`config.mk`:
```
export PLATFORM = sky130hd
export DESIGN_NAME = icache_direct_flat
export DESIGN_NICKNAME = d
export VERILOG_FILES = /design/src/rtl/icache_direct_if.sv /design/src/rtl/icache_direct.sv /design/src/flat_wrapper.sv
export SDC_FILE = /design/constraint.sdc
export NUM_CORES = 2
export LEC_CHECK = 0
export BUFFER_PORTS_ARGS = -buffer_cell sky130_fd_sc_hd__buf_2
export CORE_MARGIN = 4
export CORE_UTILIZATION = 59
export CTS_BUF_LIST = sky130_fd_sc_hd__clkbuf_4
export CTS_CLUSTER_DIAMETER = 40
export DETAILED_ROUTE_END_ITERATION = 6
export PLACE_DENSITY_LB_ADDON = 0.05
export SLEW_MARGIN = 20
export SYNTH_ARGS = -nofsm -noshare
export SYNTH_HDL_FRONTEND = slang
export SYNTH_SLANG_ARGS = --single-unit
```
`constraint.sdc`:
```
create_clock -name clk -period 12.5 [get_ports clk]
set_input_delay 3.125 -clock clk [delete_from_list [all_inputs] [get_ports clk]]
set_output_delay 3.125 -clock clk [all_outputs]
set_load 0.01 [all_outputs]
```
`src/rtl/icache_direct_if.sv`:
```
// Fetch-side and memory-side bus bundle for icache_direct.
//   if_en / if_pc      : fetch request valid and 4-byte aligned address
//   if_done / if_inst  : one-cycle response pulse and instruction word
//   mem_en / mem_pc    : line-fill request and line-aligned fill address
//   mem_done / mem_data: one-cycle fill pulse and packed line (byte 0 at [7:0])
// The cache connects through the slave modport; fetch unit and memory
// controller (or a testbench standing in for both) use the master modport.
interface icache_direct_if #(
    parameter int unsigned ADDR_W    = 32,
    parameter int unsigned BLK_BYTES = 16
);
    logic                   if_en;
    logic [ADDR_W-1:0]      if_pc;
    logic                   if_done;
    logic [31:0]            if_inst;
    logic                   mem_en;
    logic [ADDR_W-1:0]      mem_pc;
    logic                   mem_done;
    logic [8*BLK_BYTES-1:0] mem_data;

    modport slave (
        input  if_en, if_pc, mem_done, mem_data,
        output if_done, if_inst, mem_en, mem_pc
    );

    modport master (
        output if_en, if_pc, mem_done, mem_data,
        input  if_done, if_inst, mem_en, mem_pc
    );
endinterface

```
`src/rtl/icache_direct.sv`:
```
// Direct-mapped read-only instruction cache.
// Hits answer one cycle after the request; misses fetch a whole line from the
// memory controller, install it, then answer from the freshly filled line.
// Ports:
//   clk      : clock, rising edge
//   rst      : asynchronous active-high reset
//   rdy      : global ready; when low every register holds
//   rollback : pipeline flush; cancels the response of an outstanding fetch
//   bus      : icache_direct_if.slave carrying fetch and fill handshakes
module icache_direct #(
    parameter int unsigned BLK_BYTES = 16,
    parameter int unsigned NUM_BLK   = 16,
    parameter int unsigned ADDR_W    = 32
) (
    input  logic           clk,
    input  logic           rst,
    input  logic           rdy,
    input  logic           rollback,
    icache_direct_if.slave bus
);
    localparam int unsigned OFF    = $clog2(BLK_BYTES);
    localparam int unsigned IDX    = $clog2(NUM_BLK);
    localparam int unsigned TAG    = ADDR_W - OFF - IDX;
    localparam int unsigned LINE_W = 8 * BLK_BYTES;

    typedef enum logic [1:0] {StIdle, StMiss, StResp} state_e;

    state_e              state_q, state_d;
    logic [ADDR_W-1:0]   pc_q, pc_d;
    logic                drop_q, drop_d;
    logic                if_done_q, if_done_d;
    logic [31:0]         if_inst_q, if_inst_d;
    logic                mem_en_q, mem_en_d;
    logic [ADDR_W-1:0]   mem_pc_q, mem_pc_d;
    logic [NUM_BLK-1:0]  valid_q;

    logic [LINE_W-1:0]   data_q [NUM_BLK];
    logic [TAG-1:0]      tag_q  [NUM_BLK];

    logic [IDX-1:0]      req_idx;
    logic [TAG-1:0]      req_tag;
    logic [IDX-1:0]      miss_idx;
    logic [TAG-1:0]      miss_tag;
    logic                hit;
    logic                accept;
    logic                fill_we;

    // Select the 32-bit word addressed by a byte offset; the two low offset
    // bits are masked so the result is always word aligned.
    function automatic logic [31:0] pick_word(input logic [LINE_W-1:0] line,
                                              input logic [OFF-1:0]    off);
        logic [OFF+2:0] base;
        base = {off & ~OFF'(3), 3'b000};
        return line[base +: 32];
    endfunction

    assign req_idx  = bus.if_pc[OFF+IDX-1:OFF];
    assign req_tag  = bus.if_pc[ADDR_W-1:OFF+IDX];
    assign miss_idx = pc_q[OFF+IDX-1:OFF];
    assign miss_tag = pc_q[ADDR_W-1:OFF+IDX];
    assign hit      = valid_q[req_idx] && (tag_q[req_idx] == req_tag);

    // A request is refused while a response pulse is on the bus so that
    // if_done can never be high on two consecutive cycles.
    assign accept   = bus.if_en && !rollback && !if_done_q;

    // State register
    always_ff @(posedge clk or posedge rst) begin
        if (rst) begin
            state_q <= StIdle;
        end else if (rdy) begin
            state_q <= state_d;
        end
    end

    // Next-state logic
    always_comb begin
        state_d = state_q;
        unique case (state_q)
            StIdle: if (accept && !hit) state_d = StMiss;
            StMiss: if (bus.mem_done)   state_d = StResp;
            StResp:                     state_d = StIdle;
            default:                    state_d = StIdle;
        endcase
    end

    // Output and datapath next values
    always_comb begin
        pc_d      = pc_q;
        drop_d    = drop_q;
        if_done_d = 1'b0;
        if_inst_d = if_inst_q;
        mem_en_d  = mem_en_q;
        mem_pc_d  = mem_pc_q;
        fill_we   = 1'b0;
        unique case (state_q)
            StIdle: begin
                if (accept) begin
                    if (hit) begin
                        if_done_d = 1'b1;
                        if_inst_d = pick_word(data_q[req_idx], bus.if_pc[OFF-1:0]);
                    end else begin
                        pc_d     = bus.if_pc;
                        mem_en_d = 1'b1;
                        mem_pc_d = {bus.if_pc[ADDR_W-1:OFF], {OFF{1'b0}}};
                    end
                end
            end
            StMiss: begin
                // The controller cannot abort a fill, so a rollback only
                // suppresses the eventual response.
                drop_d = drop_q | rollback;
                if (bus.mem_done) begin
                    fill_we  = 1'b1;
                    mem_en_d = 1'b0;
                end
            end
            StResp: begin
                if (!drop_q) begin
                    if_done_d = 1'b1;
                    if_inst_d = pick_word(data_q[miss_idx], pc_q[OFF-1:0]);
                end
                drop_d = 1'b0;
            end
            default: ;
        endcase
    end

    // Control and output registers
    always_ff @(posedge clk or posedge rst) begin
        if (rst) begin
            pc_q      <= '0;
            drop_q    <= 1'b0;
            if_done_q <= 1'b0;
            if_inst_q <= '0;
            mem_en_q  <= 1'b0;
            mem_pc_q  <= '0;
            valid_q   <= '0;
        end else if (rdy) begin
            pc_q      <= pc_d;
            drop_q    <= drop_d;
            if_done_q <= if_done_d;
            if_inst_q <= if_inst_d;
            mem_en_q  <= mem_en_d;
            mem_pc_q  <= mem_pc_d;
            if (fill_we) begin
                valid_q[miss_idx] <= 1'b1;
            end
        end
    end

    // Line and tag storage; contents are meaningless until the valid bit is set.
    always_ff @(posedge clk) begin
        if (rdy && fill_we) begin
            data_q[miss_idx] <= bus.mem_data;
            tag_q[miss_idx]  <= miss_tag;
        end
    end

    assign bus.if_done = if_done_q;
    assign bus.if_inst = if_inst_q;
    assign bus.mem_en  = mem_en_q;
    assign bus.mem_pc  = mem_pc_q;
endmodule

```
`src/flat_wrapper.sv`:
```
// flat-port wrapper written by rule: the top's interface ports become plain ports
module icache_direct_flat 
#(
    parameter int unsigned BLK_BYTES = 16,
    parameter int unsigned NUM_BLK   = 16,
    parameter int unsigned ADDR_W    = 32
)
  (clk, rst, rdy, rollback, bus_if_en, bus_if_pc, bus_mem_done, bus_mem_data, bus_if_done, bus_if_inst, bus_mem_en, bus_mem_pc);
  icache_direct_if #(.ADDR_W(ADDR_W), .BLK_BYTES(BLK_BYTES)) bus_i ();
  input  logic clk;
  input  logic rst;
  input  logic rdy;
  input  logic rollback;
  input wire logic [$bits(bus_i.if_en)-1:0] bus_if_en;
  input wire logic [$bits(bus_i.if_pc)-1:0] bus_if_pc;
  input wire logic [$bits(bus_i.mem_done)-1:0] bus_mem_done;
  input wire logic [$bits(bus_i.mem_data)-1:0] bus_mem_data;
  output wire logic [$bits(bus_i.if_done)-1:0] bus_if_done;
  output wire logic [$bits(bus_i.if_inst)-1:0] bus_if_inst;
  output wire logic [$bits(bus_i.mem_en)-1:0] bus_mem_en;
  output wire logic [$bits(bus_i.mem_pc)-1:0] bus_mem_pc;
  assign bus_i.if_en = bus_if_en;
  assign bus_i.if_pc = bus_if_pc;
  assign bus_i.mem_done = bus_mem_done;
  assign bus_i.mem_data = bus_mem_data;
  assign bus_if_done = bus_i.if_done;
  assign bus_if_inst = bus_i.if_inst;
  assign bus_mem_en = bus_i.mem_en;
  assign bus_mem_pc = bus_i.mem_pc;
  icache_direct #(.BLK_BYTES(BLK_BYTES), .NUM_BLK(NUM_BLK), .ADDR_W(ADDR_W)) u_core (.clk(clk), .rst(rst), .rdy(rdy), .rollback(rollback), .bus(bus_i));
endmodule
```
* After elaboration in Yosys (flattened, before gate mapping)
Memories as Yosys holds them, arrays and structs flattened.
Index checks and enable logic that the tools add are counted.
** Operators by class
- Magnitude comparators :: 3
- Equal/unequal tests :: 9
- Shift operators :: 2
- Mux-type cells :: 24
- Bitwise gates (word level) :: 3
- Reductions and logical operators :: 19
** Operators by type and width (count)
- variable part select 128 x 8 -> 32 bit :: 2
- 2-to-1 mux 32 bit :: 3
- case mux 32 bit (2 select lines) :: 1
- equality test 24 bit :: 1
- OR 16 bit :: 1
- 2-to-1 mux 1 bit :: 12
- < comparator 4 x 5 -> 1 bit (second input constant) :: 2
- AND reduction 5 bit :: 2
- logical AND 1 bit :: 6
- != test 2 x 1 -> 1 bit (second input constant) :: 3
- != test 2 bit (second input constant) :: 3
- case mux 1 bit (2 select lines) :: 3
- nonzero test 2 bit :: 3
- binary-select mux 1 bit (select 4 bit) :: 1
- demux 1 bit (select 4 bit) :: 1
- greater-or-equal comparator 4 x 1 -> 1 bit (second input constant) :: 1
- 2-to-1 mux 2 bit :: 2
- case mux 2 bit (2 select lines) :: 1
- AND reduction 2 bit :: 2
- AND reduction 4 bit :: 1
- logical NOT 1 bit :: 3
- AND reduction 3 bit :: 1
- equality test 2 x 1 -> 1 bit (second input constant) :: 1
- equality test 2 bit (second input constant) :: 1
- other kinds (3) :: 3
** Storage, ports and cells
- Flip-flop bits (word level) :: 113
- RAM bits :: 2432
- Input port bits :: 166
- Logic and storage cells :: 70
- Memories :: 2
** Memory list
- u_core.data_q :: depth 16, width 128, read ports 2, clocked after memory_dff 0, write ports 1, RTL line icache_direct.sv:37 : logic [LINE_W-1:0] data_q [NUM_BLK];
- u_core.tag_q :: depth 16, width 24, read ports 1, clocked after memory_dff 0, write ports 1, RTL line icache_direct.sv:38 : logic [TAG-1:0] tag_q [NUM_BLK];

* Longest topological paths before layout
- Depth after elaboration :: 7
- Mapped depth :: 17
- Mapped depth without buffers :: 11

* Least setup slack after synthesis
Ideal clock, no wire load.
- Path kind :: input -> register
- Start :: input port rdy
- End :: register u_core.valid_q[8]
- Setup time :: 0.131 ns
- Data arrival time :: 14.797 ns
- Data required time :: 12.369 ns
- Path slack :: -2.428 ns
- Cell stages on the path :: 4
- Buffers on the path :: 0
- Cells stage by stage :: nand3_1 or3_1 nor3_1 or2_2
** On the way
- Cells in the longest elaborated chain, start to end :: 1
** RTL lines
- from (decl) :: RTL line flat_wrapper.sv:12 : input logic rdy;
- AND reduction 2 bit (no source line)
- to (signal assigned) :: RTL line icache_direct.sv:138 : valid_q <= '0;
- to (signal, indexed assignment) :: RTL line icache_direct.sv:147 : valid_q[miss_idx] <= 1'b1;
- to (decl) :: RTL line icache_direct.sv:35 : logic [NUM_BLK-1:0] valid_q;
Every way passes these cells.
A chain may end at the register's enable or synchronous reset.

* Worst setup path in the final report
- Start :: input port bus_if_pc[4]
- End :: register u_core.pc_q[14]
** On the way
- Cells in the longest elaborated chain, start to end :: 5
** RTL lines
- from (decl) :: RTL line flat_wrapper.sv:15 : input wire logic [$bits(bus_i.if_pc)-1:0] bus_if_pc;
- memory read (16 x 24 bit) / binary-select mux 1 bit (select 4 bit) (equally long branches)
- equality test 24 bit / 2-to-1 mux 1 bit (equally long branches) :: RTL line icache_direct.sv:61 : assign hit = valid_q[req_idx] && (tag_q[req_idx] == req_tag);
- logical AND 1 bit * :: RTL line icache_direct.sv:61
- NOT 1 bit (no source line) *
- AND reduction 4 bit (no source line) *
- to (signal assigned) :: RTL line icache_direct.sv:140 : pc_q <= pc_d;
- to (decl) :: RTL line icache_direct.sv:29 : logic [ADDR_W-1:0] pc_q, pc_d;
Every way passes the cells marked *; elsewhere a longest branch is shown, timed or not. The select of a mux whose other input is x is not followed.

==> metrics.txt <==
status=finished clean; CP required=roughly 14 ns; Synth Flop Type=edfxtp_1; CP Max Fanout=~60; maximum number of pins on one net before global-route repair=134; final hold violations=0; total congestion overflow=0; drt drc=0; Reg area=75100 µm²; # IOs=~230; static leakage=roughly 41 nW; Synth area leader=edfxtp_1; critical path type=in2reg; via count=63900; CTS sink count=between 2000 and 3000; vias in the first global route=around 67000; Clock Tree Root=clkbuf_4; total CTS buffers=~660; Worst-Margin Slew=1.21 ns; part of the power in the clock network=between 30% and 40%; GP Congestion=around 0.76; Peak Freq=approximately 150 MHz; Setup crit end kind=flop; crit-path max cell delay=~0.61 ns; final HPWL from detailed placement=about 160 mm; Routed Antenna Nets=0; Int Pwr=between 15 and 20 mW; total power=about 23 mW; Netlist cell types=64; CTS tree=yes; final setup fails=0; WL final=a little over 300 mm; Die H=around 450 µm; Seq/Total Area, Yosys=between 60% and 70%; VDD IR max=between 0.15 and 0.2 mV; Synth warnings=0; Rel. slew slack=roughly 18%; unrepaired setup endpoints after global routing=false; Mean Syn Cell Area=around 20 µm²; total track usage=a little under a third; WP data arrival=around 8 ns; Area growth, synth to finish=10.7%; Die ar.=approximately 200000 µm²; switch share=~29%; post-synth top area share=between 60% and 70%; fin crit share=53.8%; Crit path max-delay family=buffers and inverters; Final Net Count=6373; Psw=between 6 and 7 mW; Row Count=160; initial antenna violation count=72; Worst Setup Start Kind=primary input; post-synthesis cell area=around 110000 µm²; starting density of the core=between 50% and 60%; EDFF count, synth=roughly 2400; clock skew=about 0.072 ns; Min-Delay Path Class=reg2reg; Max Cap Violations=0; Max clock buf depth=4; Core Area=between 150000 and 200000 µm²; DR WL/cell=roughly 34 µm; first-iteration detailed-routing DRC count=7164; Final WS setup=just under 6 ns; WP buf/inv=3; Setup TNS=0 ns; post-layout min period=6.73 ns; Post-Syn Instances=around 5600; clk_lat worst skew=between 1 and 1.5 ns; Via-to-Cell Ratio=slightly below 7; Post CTS Setup Buffer Count=0; Die Width=446 µm; CTS clk-pin slew, worst paths=approximately 0.06 ns; PwrDens=roughly 180 nW/µm²; hold_buf cts=0; PostCTS Resize Cnt=0; slowest CP cell=buf_4; IO buf count=225; final core utilization=roughly two thirds; first drt pass iteration count=5; # fillers=approximately 13000; worst slack, placed=4.28 ns; Seq pwr share=between 40 and 50%; main area contributors after synthesis=edfxtp_1 (65%), mux4_2 (21%), mux2i_1 (3.4%); asr flop ratio synth=under 10%; Hold Slack=approximately 0.46 ns; Yosys reg bits=2515; CP Cell Sequence=buf_8 -> buf_4 -> mux4_2 -> mux2i_1 -> mux2i_1 -> xnor2_1 -> o2111ai_1 -> nor4_2 -> nand3_1 -> nand4_2 -> buf_4 -> mux2_1; first-pass GRT wire length=between 400 and 500 mm; CTS H-tree lvls=6; fraction of layout cells with a size suffix above 1=38.2%; Multi-input gate area=around 36000 µm²; Comb pwr share=24.7%; final slew viol count=0
final timing paths:
path	from	to	slack [ns]	cells after the start
worst max-delay path	bus_if_pc[4]	u_core.pc_q[14]	5.77	12
worst min-delay path	u_core.valid_q[2]	u_core.valid_q[2]	0.46	1
worst max register to register	u_core.pc_q[4]	u_core.bus.if_inst[17]	7.13	10
worst min register to register	u_core.valid_q[2]	u_core.valid_q[2]	0.46	1
max in group asynchronous	rst	u_core.pc_q[6]	9.08	3
min in group asynchronous	rst	u_core.pc_q[20]	1.82	2
layout make-up:
cell class,count,share of cell area (%)
Tap cell,2511,2.51
Timing Repair Buffer,375,2.04
Clock inverter,160,0.799
Inverter,32,0.110
Clock buffer,959,5.76
Sequential cell,2515,60.1
Multi-Input combinational cell,2622,28.6
Antenna cell,39,0.0781
kinds of logic after synthesis:
| family | after synthesis | share of synthesized area [%] |
|---|---|---|
| other cells | 1 | 0.00332 |
| xor+xnor | 25 | 0.194 |
| compound gates | 616 | 3.64 |
| simple gates | 460 | 2.12 |
| flops | 2515 | 66.5 |
| mux | 1514 | 25.4 |
| fa+ha+maj | 3 | 0.0332 |
| buf+inv | 490 | 2.07 |
through the flow:
| stage | cell area (µm²) | std cells |
|---|---|---|
| 2_1_floorplan | 113000 | 5627 |
| 5_1_grt | 125000 | 9195 |
| 3_5_place_dp | 117000 | 8055 |
| 4_1_cts | 125000 | 9174 |
| 3_3_place_gp | 117000 | 8054 |
| 6_report | 125000 | 9213 |
per-layer routing:
layer	global-route usage (%)	share of wire, %	routed length (µm)
met5	0	0.081	253
met4	12.6	3.6	11300
met3	7.53	9.5	29500
met2	50.7	49	152000
met1	42.9	38	118000
cells in the mapped netlist (42+ instances only):
cell and n:
edfxtp_1 2432, mux4_2 1071, mux2i_1 381, a22oi_1 213
clkbuf_1 195, o21ai_0 147, buf_2 138, nand2_1 118
dfrtp_1 83, nor3_1 68, a21oi_1 67, a211oi_1 66
nand3_1 60, buf_1 58, buf_4 46, a311oi_1 42
layout by cell type, fill, tap and decap left out, types with 22 or more instances in the layout:
master / n
edfxtp_1: 2432
and3_1: 23
or4_1: 23
a311oi_1: 42
buf_2: 220
a211oi_1: 66
a22oi_1: 213
diode_2: 39
mux4_2: 1071
o21ai_0: 140
nand2_1: 118
mux2_4: 30
clkbuf_4: 959
dfrtp_1: 78
inv_1: 22
mux2i_1: 381
buf_4: 130
and2_1: 34
nor2b_1: 37
clkinv_1: 118
a21oi_1: 67
nor3_1: 63
a31oi_1: 35
nand3_1: 58
mux2_1: 31
power groups by stage:
stage | Combinational (mW) | Clock (mW) | Sequential, mW
floorplan | 4.03 | 0 | 10.0
finish | 5.59 | 7.06 | 10.0
CTS | 5.63 | 7.22 | 10.0
global placement | 5.61 | 0 | 10.2
detailed placement | 5.62 | 0 | 10.2
global route | 5.93 | 7.72 | 10.1
flip-flops by register name (all words and copies together), names as in the netlist:
| register | count |
|---|---|
| u_core.pc_q | 29 |
| u_core.bus.mem_en | 1 |
| u_core.bus.if_done | 1 |
| u_core.tag_q | 384 |
| u_core.valid_q | 16 |
| u_core.bus.if_inst | 32 |
| u_core.drop_q | 1 |
| u_core.state_q | 2 |
| u_core.data_q | 2048 |
| u_core.bus.mem_pc | 1 |
(Power assumes the default switching activity.)
